[config.mk]
export PLATFORM = sky130hd
export DESIGN_NAME = vedic_div_16by8
export DESIGN_NICKNAME = d
export VERILOG_FILES = /design/src/rtl/vedic_pkg.sv /design/src/rtl/vedic_div_step.sv /design/src/rtl/vedic_div_16by8.sv
export SDC_FILE = /design/constraint.sdc
export NUM_CORES = 1
export LEC_CHECK = 0
export BUFFER_PORTS_ARGS = -buffer_cell sky130_fd_sc_hd__buf_4
export CAP_MARGIN = 20
export CORE_ASPECT_RATIO = 1.75
export CORE_MARGIN = 10
export CORE_UTILIZATION = 50
export CTS_BUF_LIST = sky130_fd_sc_hd__clkbuf_4
export DETAILED_ROUTE_END_ITERATION = 8
export PLACE_DENSITY = 0.73
export SLEW_MARGIN = 5
export SYNTH_ARGS = -nofsm -noshare
export SYNTH_HDL_FRONTEND = slang
export SYNTH_SLANG_ARGS = --single-unit
[constraint.sdc]
create_clock -name clk -period 2.4 [get_ports clk]
set_input_delay 0.12 -clock clk [delete_from_list [all_inputs] [get_ports clk]]
set_output_delay 0.12 -clock clk [all_outputs]
set_load 0.005 [all_outputs]
[src/rtl/vedic_pkg.sv]
// Shared definitions for the vedic_div_16by8 divider.
// Holds:
//   - the operand widths,
//   - the iteration count,
//   - the FSM state encoding,
//   - the quotient value reported for a zero divisor.
package vedic_pkg;

    localparam int DW    = 16;            // dividend / quotient width
    localparam int VW    = 8;             // divisor / remainder width
    localparam int ITERS = DW;            // one quotient bit per BUSY cycle
    localparam int CW    = $clog2(ITERS); // iteration counter width

    typedef enum logic [1:0] {
        IDLE = 2'd0,
        BUSY = 2'd1,
        DONE = 2'd2
    } state_t;

    localparam logic [DW-1:0] DIV0_QUOT = 16'hFFFF;

endpackage

[src/rtl/vedic_div_step.sv]
// One restoring-division step. This block is purely combinational.
//
// Operation:
//   - The partial remainder is shifted left by one place.
//   - The next dividend bit is shifted in at the bottom.
//   - The divisor is subtracted when it fits.
//
// Ports:
//   r_i    [VW:0]    partial remainder before the step
//   d_i    [VW-1:0]  divisor
//   bit_i            dividend bit shifted in at the LSB
//   r_o    [VW:0]    partial remainder after the step
//   q_o              quotient bit produced by this step
module vedic_div_step
    import vedic_pkg::*;
(
    input  logic [VW:0]   r_i,
    input  logic [VW-1:0] d_i,
    input  logic          bit_i,
    output logic [VW:0]   r_o,
    output logic          q_o
);

    logic [VW:0] shifted;
    logic        ge;

    always_comb begin
        shifted = {r_i[VW-1:0], bit_i};
        // The bit shifted out of r_i is part of the true shifted value.
        // When that bit is set, the value is at least 2^(VW+1), so it is
        // certainly >= D. The modular subtraction below still returns the
        // exact remainder in that case.
        ge = r_i[VW] | (shifted >= {1'b0, d_i});
        if (ge) begin
            r_o = shifted - {1'b0, d_i};
            q_o = 1'b1;
        end else begin
            r_o = shifted;
            q_o = 1'b0;
        end
    end

endmodule

[src/rtl/vedic_div_16by8.sv]
// Sequential restoring divider that inverts the vedic_8bit multiplier.
//
// Operation:
//   - A 16-bit dividend is divided by an 8-bit divisor.
//   - One quotient bit is produced per clock.
//   - A start/busy/done handshake controls each division.
//
// Optional self-check: define VEDIC_DIV_CHECK_EN to instantiate vedic_8bit.
//   - The multiplier re-multiplies each result.
//   - check_err is raised (sticky until rst) when q*d + r != dividend.
//
// Ports:
//   clk, rst        clock and synchronous active-high reset
//   start           request; accepted only in IDLE or DONE
//   dividend [15:0] numerator, captured on the accepting edge
//   divisor  [7:0]  denominator, captured on the accepting edge
//   busy            high while dividing
//   done            one-cycle pulse when the results are valid
//   quotient [15:0] result; held until the next result is loaded
//   remainder [7:0] result; held until the next result is loaded
//   div_by_zero     set with the results when the divisor was 0
//   check_err       self-check flag (0 when the check is compiled out)
module vedic_div_16by8
    import vedic_pkg::*;
(
    input  logic          clk,
    input  logic          rst,
    input  logic          start,
    input  logic [DW-1:0] dividend,
    input  logic [VW-1:0] divisor,
    output logic          busy,
    output logic          done,
    output logic [DW-1:0] quotient,
    output logic [VW-1:0] remainder,
    output logic          div_by_zero,
    output logic          check_err
);

    localparam logic [CW-1:0] LAST = CW'(ITERS - 1);

    state_t        state_q;
    logic [CW-1:0] count_q;
    logic [VW:0]   r_q;
    logic [VW:0]   r_d;
    logic [DW-1:0] q_q;
    logic [DW-1:0] q_d;
    logic [VW-1:0] d_q;
    logic [DW-1:0] quot_q;
    logic [VW-1:0] rem_q;
    logic          dz_q;
    logic          qbit;

    vedic_div_step u_step (
        .r_i   (r_q),
        .d_i   (d_q),
        .bit_i (q_q[DW-1]),
        .r_o   (r_d),
        .q_o   (qbit)
    );

    // Q shifts out dividend bits at the top and collects quotient bits
    // at the bottom.
    assign q_d = {q_q[DW-2:0], qbit};

    always_ff @(posedge clk) begin
        if (rst) begin
            state_q <= IDLE;
            count_q <= '0;
            quot_q  <= '0;
            rem_q   <= '0;
            dz_q    <= 1'b0;
        end else begin
            case (state_q)
                IDLE, DONE: begin
                    if (start) begin
                        q_q     <= dividend;
                        d_q     <= divisor;
                        r_q     <= '0;
                        count_q <= '0;
                        if (divisor == '0) begin
                            state_q <= DONE;
                            quot_q  <= DIV0_QUOT;
                            rem_q   <= dividend[VW-1:0];
                            dz_q    <= 1'b1;
                        end else begin
                            state_q <= BUSY;
                            dz_q    <= 1'b0;
                        end
                    end else begin
                        state_q <= IDLE;
                    end
                end
                BUSY: begin
                    r_q     <= r_d;
                    q_q     <= q_d;
                    count_q <= count_q + 1'b1;
                    if (count_q == LAST) begin
                        state_q <= DONE;
                        quot_q  <= q_d;
                        rem_q   <= r_d[VW-1:0];
                    end
                end
                default: state_q <= IDLE;
            endcase
        end
    end

    assign busy        = (state_q == BUSY);
    assign done        = (state_q == DONE);
    assign quotient    = quot_q;
    assign remainder   = rem_q;
    assign div_by_zero = dz_q;

`ifdef VEDIC_DIV_CHECK_EN
    logic [DW-1:0] dvd_q;
    logic [DW-1:0] prod;
    logic          chk_q;

    vedic_8bit u_mul (
        .a (quot_q[VW-1:0]),
        .b (d_q),
        .p (prod)
    );

    // Only quotients that fit in 8 bits can be re-multiplied by the
    // 8x8 multiplier. Zero-divisor results are excluded by construction.
    always_ff @(posedge clk) begin
        if (rst) begin
            chk_q <= 1'b0;
        end else begin
            if ((state_q == IDLE || state_q == DONE) && start) begin
                dvd_q <= dividend;
            end
            if (state_q == DONE && quot_q[DW-1:VW] == '0 && !dz_q &&
                (prod + {{(DW-VW){1'b0}}, rem_q}) != dvd_q) begin
                chk_q <= 1'b1;
            end
        end
    end

    assign check_err = chk_q;
`else
    assign check_err = 1'b0;
`endif

endmodule

==> results of run 1 <==
stage by stage:
step | hold WS, ns | setup TNS, ns | util | cell area, um2
floorplan | 0.219 | 0 | - | 3060
global placement | 0.309 | 0 | 0.588 | 3480
detailed placement | 0.309 | 0 | 0.588 | 3480
CTS | 0.00526 | 0 | 0.653 | 3870
global route | 0.0246 | -0.0521 | 0.667 | 3950
finish | 0.0443 | 0 | 0.667 | 3950
layout make-up:
| cell class | count | area (um2) |
|---|---|---|
| Clock buffer | 11 | 82.6 |
| Clock inverter | 5 | 72.6 |
| Fill cell | 498 | 1980 |
| Inverter | 13 | 48.8 |
| Multi-Input combinational cell | 224 | 1330 |
| Sequential cell | 64 | 1610 |
| Tap cell | 78 | 97.6 |
| Timing Repair Buffer | 86 | 703 |
worst min-delay path: stages:
cell and delay [ns]:
sky130_fd_sc_hd__buf_4 0.08, sky130_fd_sc_hd__nand2_1 0.04, sky130_fd_sc_hd__nand2_1 0.11
repair_timing:
action | CTS | global route
buffers inserted | 0 | 2
resized for setup | 0 | 12
setup endpoints to repair | 0 | 8
hold buffers | 23 | 0
endpoints found under the hold margin | 27 | 0
flip-flops by register name, indices dropped and copies added (netlist names):
register     cells
q_q             16
quotient        16
r_q              9
d_q              8
remainder        8
count_q          4
state_q          2
div_by_zero      1
path summary, 6_finish.rpt:
path                               end  cells past startpoint
max          remainder[2]$_SDFFE_PP0P_                      7
min                  q_q[14]$_DFFE_PP_                      3
max reg2reg  remainder[2]$_SDFFE_PP0P_                      7
min reg2reg   div_by_zero$_SDFFE_PP0P_                      2
layer usage:
layer,track usage,part of all wire,vias to the layer above,wire length (um)
met2,0.281,0.53,75,4050
li1,-,-,1252,-
met5,0,0,-,0
met1,0.168,0.38,1195,2920
met4,0.114,0.047,0,362
met3,0.0443,0.049,23,380
power groups by stage:
stage / sequential, mW / clock [mW] / combinational (mW)
global route: 1.24 / 0.876 / 0.410
detailed placement: 1.25 / 0 / 0.313
CTS: 1.23 / 0.844 / 0.344
floorplan: 1.25 / 0 / 0.220
finish: 1.23 / 0.823 / 0.369
global placement: 1.25 / 0 / 0.304
Yosys cell counts, types with 6 or more instances:
cell / number / share of area
sky130_fd_sc_hd__a21oi_1: 8 / 0.013
sky130_fd_sc_hd__nand2_1: 60 / 0.074
sky130_fd_sc_hd__nor2_1: 54 / 0.066
sky130_fd_sc_hd__nand3_1: 9 / 0.015
sky130_fd_sc_hd__dfxtp_1: 31 / 0.20
sky130_fd_sc_hd__o21bai_1: 6 / 0.015
sky130_fd_sc_hd__edfxtp_1: 33 / 0.32
sky130_fd_sc_hd__ha_1: 9 / 0.037
sky130_fd_sc_hd__clkbuf_1: 6 / 0.0074
sky130_fd_sc_hd__inv_1: 13 / 0.016
sky130_fd_sc_hd__nor3_1: 17 / 0.028
layout by cell type, fill, tap and decap left out, types with 4 or more instances in the layout:
| cell | n |
|---|---|
| sky130_fd_sc_hd__o21bai_1 | 6 |
| sky130_fd_sc_hd__clkbuf_4 | 11 |
| sky130_fd_sc_hd__o21ai_0 | 4 |
| sky130_fd_sc_hd__a21oi_1 | 7 |
| sky130_fd_sc_hd__nand3_1 | 9 |
| sky130_fd_sc_hd__nor3_1 | 17 |
| sky130_fd_sc_hd__ha_1 | 5 |
| sky130_fd_sc_hd__dfxtp_1 | 31 |
| sky130_fd_sc_hd__a41oi_1 | 4 |
| sky130_fd_sc_hd__nand2_1 | 60 |
| sky130_fd_sc_hd__nor2_1 | 53 |
| sky130_fd_sc_hd__buf_4 | 63 |
| sky130_fd_sc_hd__inv_1 | 13 |
| sky130_fd_sc_hd__dlygate4sd3_1 | 23 |
| sky130_fd_sc_hd__edfxtp_1 | 33 |
logic make-up after synthesis:
logic type / Yosys count / share of synthesized area
AND/OR/NAND/NOR: 166 / 0.245
flip-flops: 64 / 0.527
AO/OA/AOI/OAI: 42 / 0.112
buffers and inverters: 29 / 0.0589
adder cells (fa/ha/maj): 10 / 0.0434
XOR/XNOR: 2 / 0.00573
multiplexers: 2 / 0.00655
other: 1 / 0.00123
==> results.md, run 1 <==
Worst setup path:
- Counting both buffers and inverters, the worst setup path holds a total of 0.
- The signal arrival time at the worst endpoint is 2.69 ns.
- The startpoint of the worst-slack reg-to-reg timing path is r_q[0]$_SDFFCE_PN0P_.
- The largest individual stage delay along the critical path comes from the cell sky130_fd_sc_hd__or4_4.
- Traced cell by cell, the critical path runs through ha_4 -> nand2b_1 -> a211oi_4 -> o211ai_2 -> nor2b_4 -> or4_4 -> a41oi_2.
- Along the worst path, the maximum fanout reaches 8.
- The required time at the endpoint of the critical path is 2.76 ns.
- The largest stage delay on the critical path is 0.54 ns.
- The category of the worst setup path launch point is a flop.
- STA classifies the critical path endpoint as a flop.
- The critical path class is reg -> reg.
- The startpoint of the worst setup timing path is r_q[0]$_SDFFCE_PN0P_.
- Broken down by cell family, the worst path's largest delay share belongs to simple AND/OR/NAND/NOR gates.
- The worst setup slack for register-to-register paths is 0.06 ns.

Outcome:
- The run finished with clean final reports.

Route:
- The first routing iteration left 185 violations.
- The via count normalized by instance count is 5.29.
- In the routed design, unresolved DRC markers number 0.
- The number of iterations in the first detailed-routing pass is 4.
- For this block, the routed nets add up to 7710 um of wire.
- After detailed routing, the average wire length per cell comes to 16.0 um.
- The count of nets left with antenna violations once routing finished came out at 0.
- The total vias in the final route is 2,545.

Place:
- The half-perimeter wire length of the detailed placement result is 5480 um.
- The final estimated routing congestion in global placement is 0.819.
- Timing analysis after detailed placement gives a worst setup slack of 0.0936 ns.
- The number of placed instances, taps included, is 439.
- Input and output buffers added on the ports amount to 53.

Pwr:
- The power consumption is 2.42 mW.
- VDD sags by at most 553 uV.
- Of the total power, the clock network draws 0.339.
- In this run the power spent charging and discharging nets is 0.613 mW.
- The power density relative to cell area is 614 mW/mm2.
- The combinational share of power is 0.152.
- In this run the static leakage power is 1.70 nW.
- Of the total power, the share spent switching nets is 0.253.
- The internal power summed over all cells is 1.81 mW.
- The share of total power dissipated in sequential elements is 0.508.

Min path:
- The beginning of the worst hold path is dividend[14].
- The path class of the tightest hold or removal check is in -> reg.

Layout:
- After the last flow step, the layout net total stands at 435.
- The count of inserted antenna diode cells is 0.
- The count of cells in the finished layout, fillers not included, comes to 481.
- The area growth from synthesis to final layout is 29.2%.
- The fraction of final layout cells with drive strength greater than 1 is 0.263.

Clocking:
- TritonCTS built the clock tree.
- The cell at the root of the clock tree is sky130_fd_sc_hd__clkbuf_4.
- The clock tree buffer depth is 2.
- Clock tree synthesis found a total of 64 sinks.
- The number of buffers inserted during clock tree synthesis is 9.
- The clock tree synthesis step divided the H-tree into 3 levels.
- The clock reaches the later pin of the worst-skew pair after 0.43 ns.
- After clock tree synthesis, the clock-pin slew on the worst setup and hold paths is 0.10 ns.

Die:
- The count of boundary I/O pins is 55.
- The effective utilization at floorplan is 0.516.
- The floorplan has 37 rows.
- The total die area is 0.00976 mm2.
- The die span in x is 79.1 um.
- The vertical die dimension is 123 um.
- After floorplanning, the core was sized to cover 0.00593 mm2.

Timing:
- The share of the clock period used by the worst path after layout is 0.973.
- The worst-case clock skew is 0.0147 ns.
- The post-route minimum period is 2.34 ns.
- For the pin with the worst max-slew slack, the measured transition is 0.614 ns.
- The worst path meets setup with 0.0647 ns of slack.
- The final hold violation count is 0.
- The total count of max-transition violations in the final report is 0.
- The headroom to the max-slew limit is 0.589.
- Setup violations remaining at the end of the flow were counted as 0.
- Derived from the worst setup path, the maximum achievable clock frequency is 428 MHz.
- Setup repair after global routing could not meet its margin everywhere.

Synthesis:
- The area of the mapped netlist is 0.00306 mm2.
- During synthesis, Yosys emitted a total of 0 warnings.
- For this run, the register share of the synthesized area comes to 0.527.
- The number of distinct library cells after synthesis is 52.
- For this run, asynchronously set or reset flops after synthesis account for 0.
- Yosys mapped a number of flops with a built-in enable equal to 33.
- The register bit count reported by yosys is 64.
- The cell count after synthesis came out at 316.
- Each instance of the synthesized netlist takes up on average 9.67 um2.
- The most instantiated flip-flop cell in the synthesis netlist is sky130_fd_sc_hd__edfxtp_1.
- Counting every net in the synthesized netlist gives 353.

GRT:
- The initial antenna violation count is 0.
- The wire length of the first global-routing pass is 12,400 um.
- The largest net degree at the start of global routing is 33.
- The via count of the first global-routing pass came to 2,565.
- After global routing the overflow that remains totals 0.
- Across every metal layer, demand over resource in global routing totals 0.163.

Flow run:
- Max-cap violations in this run came to 0.
No activity file was read; power rests on OpenSTA's default activity.
==> inputs of run 2 (changes only) <==
Settings changed: CAP_MARGIN 20 to 25, PLACE_DENSITY 0.73 to 0.7.
Clock period 2.4 ns to 2.6 ns, I/O delays scaled along.
==> results.md, run 2 (synthesis gave the netlist of run 1 again) <==
Clocking:
- Post-CTS repair changed the size of 0 cells.
- The clock passes through at most 2 buffers.
- The clock tree from TritonCTS is built.
- The cell sitting at the root of the clock tree is a sky130_fd_sc_hd__clkbuf_4.
- For the worst-skew pair, the clock arrives at the later sink with an insertion delay of 0.42 ns.
- The clock sink total is 64.
- The number of buffers inserted during clock tree synthesis is 9.
- The clock tree synthesis step divided the H-tree into 3 levels.
- Clock-pin slew was measured on the worst setup and hold paths at 0.11 ns.

Worst setup path:
- The category of the worst setup path launch point is a flop.
- By startpoint and endpoint, the worst setup path is classified as reg -> reg.
- Among all stages on the critical path, the largest delay is contributed by sky130_fd_sc_hd__or4b_1.
- The largest single stage delay on the critical path is 0.47 ns.
- The worst setup slack for register-to-register paths is 0.17 ns.
- Traced cell by cell, the critical path runs through inv_1 -> ha_1 -> fa_1 -> and2b_2 -> o221ai_1 -> or4b_1 -> o311ai_0 -> mux2i_1 -> a211oi_1.
- The element type at the critical path end is a flop.
- The signal arrival time at the worst endpoint is 2.77 ns.
- Of all nets on the critical path, the largest fanout is 3.
- The required time at the endpoint of the critical path is 2.94 ns.

Timing:
- The number of endpoints failing setup at the final stage is 0.
- The headroom to the max-slew limit is 0.589.
- The final hold violation count was 0.
- The post-route minimum period is 2.43 ns.
- For the final database, setup skew stands at 0.0125 ns.
- The transition time at the pin with the least slew margin is 0.615 ns.
- In the final timing run, aggregate negative setup slack is 0 ns.
- Setup repair after global routing left no endpoint under its margin.
- The total count of max-transition violations in the final report is 0.
- In the finished design, the share of the clock period the worst path needs comes to 0.936.
- The highest attainable clock frequency is 411 MHz.

Route:
- The number of remaining DRC errors is 0.
- Dividing the detail-routed wire length by the instance count gives 14.9 um.
- The routed design has 7060 um of wire.
- The first detailed-routing pass ran for 4 iterations.
- After the first detailed-routing iteration, the DRC count stood at 161.
- The total vias in the final route is 2,449.
- After detailed routing, the number of vias per cell comes to 5.19.
- The remaining antenna violation count is 0.

Layout:
- The library cells used most frequently in the layout, excluding fill and tap cells, are 60 x sky130_fd_sc_hd__nand2_1, 60 x sky130_fd_sc_hd__buf_4, 53 x sky130_fd_sc_hd__nor2_1.
- The count of inserted antenna diode cells is 0.
- The area growth from synthesis to final layout is 23.8%.
- In the final layout, the share of cells above drive strength 1 is 0.236.
- The area of all placed cells without fillers is 0.00378 mm2.
- The final net count is 426.

Pwr:
- IR analysis of the VDD net gives a maximum drop of 397 uV.
- The analysis attributes to cell leakage a power of 1.64 nW.
- Power spread over the standard cell area amounts to 556 mW/mm2.

Die:
- The floorplan step defined a die boundary enclosing 0.00976 mm2.
- The vertical die dimension is 123 um.
- The floorplan core area is 0.00593 mm2.
- For this configuration, the core starts out at a cell density of 0.516.
- The count of standard-cell rows is 37.
- From left edge to right edge, the die measures 79.1 um.
- The count of boundary I/O pins is 55.

Place:
- The final estimated routing congestion in global placement is 0.810.
- During placement, the flow inserted port buffers numbering 53.
- The half-perimeter wire length of the detailed placement result is 5270 um.
- The area of placed instances is 0.00348 mm2.

Min path:
- The tightest min-delay check is of the in -> reg type.

GRT:
- The global route total overflow is 0.
- Entering global routing, the biggest net connects 33 pins.
- The total global routing track utilization is 0.150.
- The via count of the first global-routing pass was 2,416.
- The first global-routing pass estimated 11,500 um of wire.
- The initial antenna violation count is 0.

Flow run:
- Across the run, the number of max-cap violations was 0.

Outcome:
- The run finished with clean final reports.
[run 2: changes by cell type in the layout (fill, tap and decap cells not counted), moves of 2 or more]
cell,before,now
sky130_fd_sc_hd__ha_2,2,0
sky130_fd_sc_hd__buf_4,63,60
sky130_fd_sc_hd__ha_1,5,9
sky130_fd_sc_hd__dlygate4sd3_1,23,18
sky130_fd_sc_hd__ha_4,2,0
sky130_fd_sc_hd__clkbuf_4,11,9
[run 2: cell type report]
| cell class | instances | area, um2 |
|---|---|---|
| clock inverter | 7 | 61.3 |
| clock buffer | 9 | 67.6 |
| fill | 527 | 2140 |
| tap | 78 | 97.6 |
| inverter | 13 | 48.8 |
| timing repair buffer | 78 | 631 |
| sequential | 64 | 1610 |
| multi-input combinational | 223 | 1270 |
[run 2: report_power, final]
group | switching, mW | internal (mW)
registers | 0.0211 | 1.11
logic | 0.177 | 0.136
clock network | 0.373 | 0.284
total | 0.571 | 1.53
[run 2: routing by layer]
metal | global-route usage | vias up | wire [um]
met3 | 0.0552 | 11 | 384
li1 | - | 1240 | -
met5 | 0 | - | 0
met4 | 0.0597 | 0 | 121
met1 | 0.149 | 1145 | 2790
met2 | 0.273 | 53 | 3760
[run 2: worst max-delay path, delay by kind of cell, from the launching register on]
kind	cells	cell delay, ns
DFF	1	0.41
AOI/OAI and AO/OA	3	0.58
muxes	1	0.23
buffers and inverters	1	0.08
adders and majority gates	2	0.35
and+or+nand+nor	2	0.71
[run 2: stage by stage]
step | hold WS [ns] | util | instances | power, mW | setup slack [ns]
after CTS | 0.00272 | 0.639 | 472 | 2.12 | 0.130
after global routing | 0.0210 | 0.639 | 472 | 2.20 | 0.0139
after detailed placement | 0.320 | 0.587 | 438 | 1.45 | 0.168
after floorplan | 0.229 | - | 316 | 1.36 | 0.0410
after global placement | 0.318 | 0.587 | 438 | 1.45 | 0.179
final | 0.0174 | 0.639 | 472 | 2.10 | 0.166
[run 2: worst paths after layout]
kind,from,end,cells past startpoint
max,q_q[15]$_DFFE_PP_,remainder[6]$_SDFFE_PP0P_,9
min,dividend[0],remainder[0]$_SDFFE_PP0P_,3
max reg2reg,q_q[15]$_DFFE_PP_,remainder[6]$_SDFFE_PP0P_,9
min reg2reg,quotient[11]$_SDFFE_PP0P_,quotient[11]$_SDFFE_PP0P_,2
[run 2: repair_timing]
item,CTS,global route
hold buffers,18,0
buffers inserted,0,0
endpoints found under the hold margin,18,0
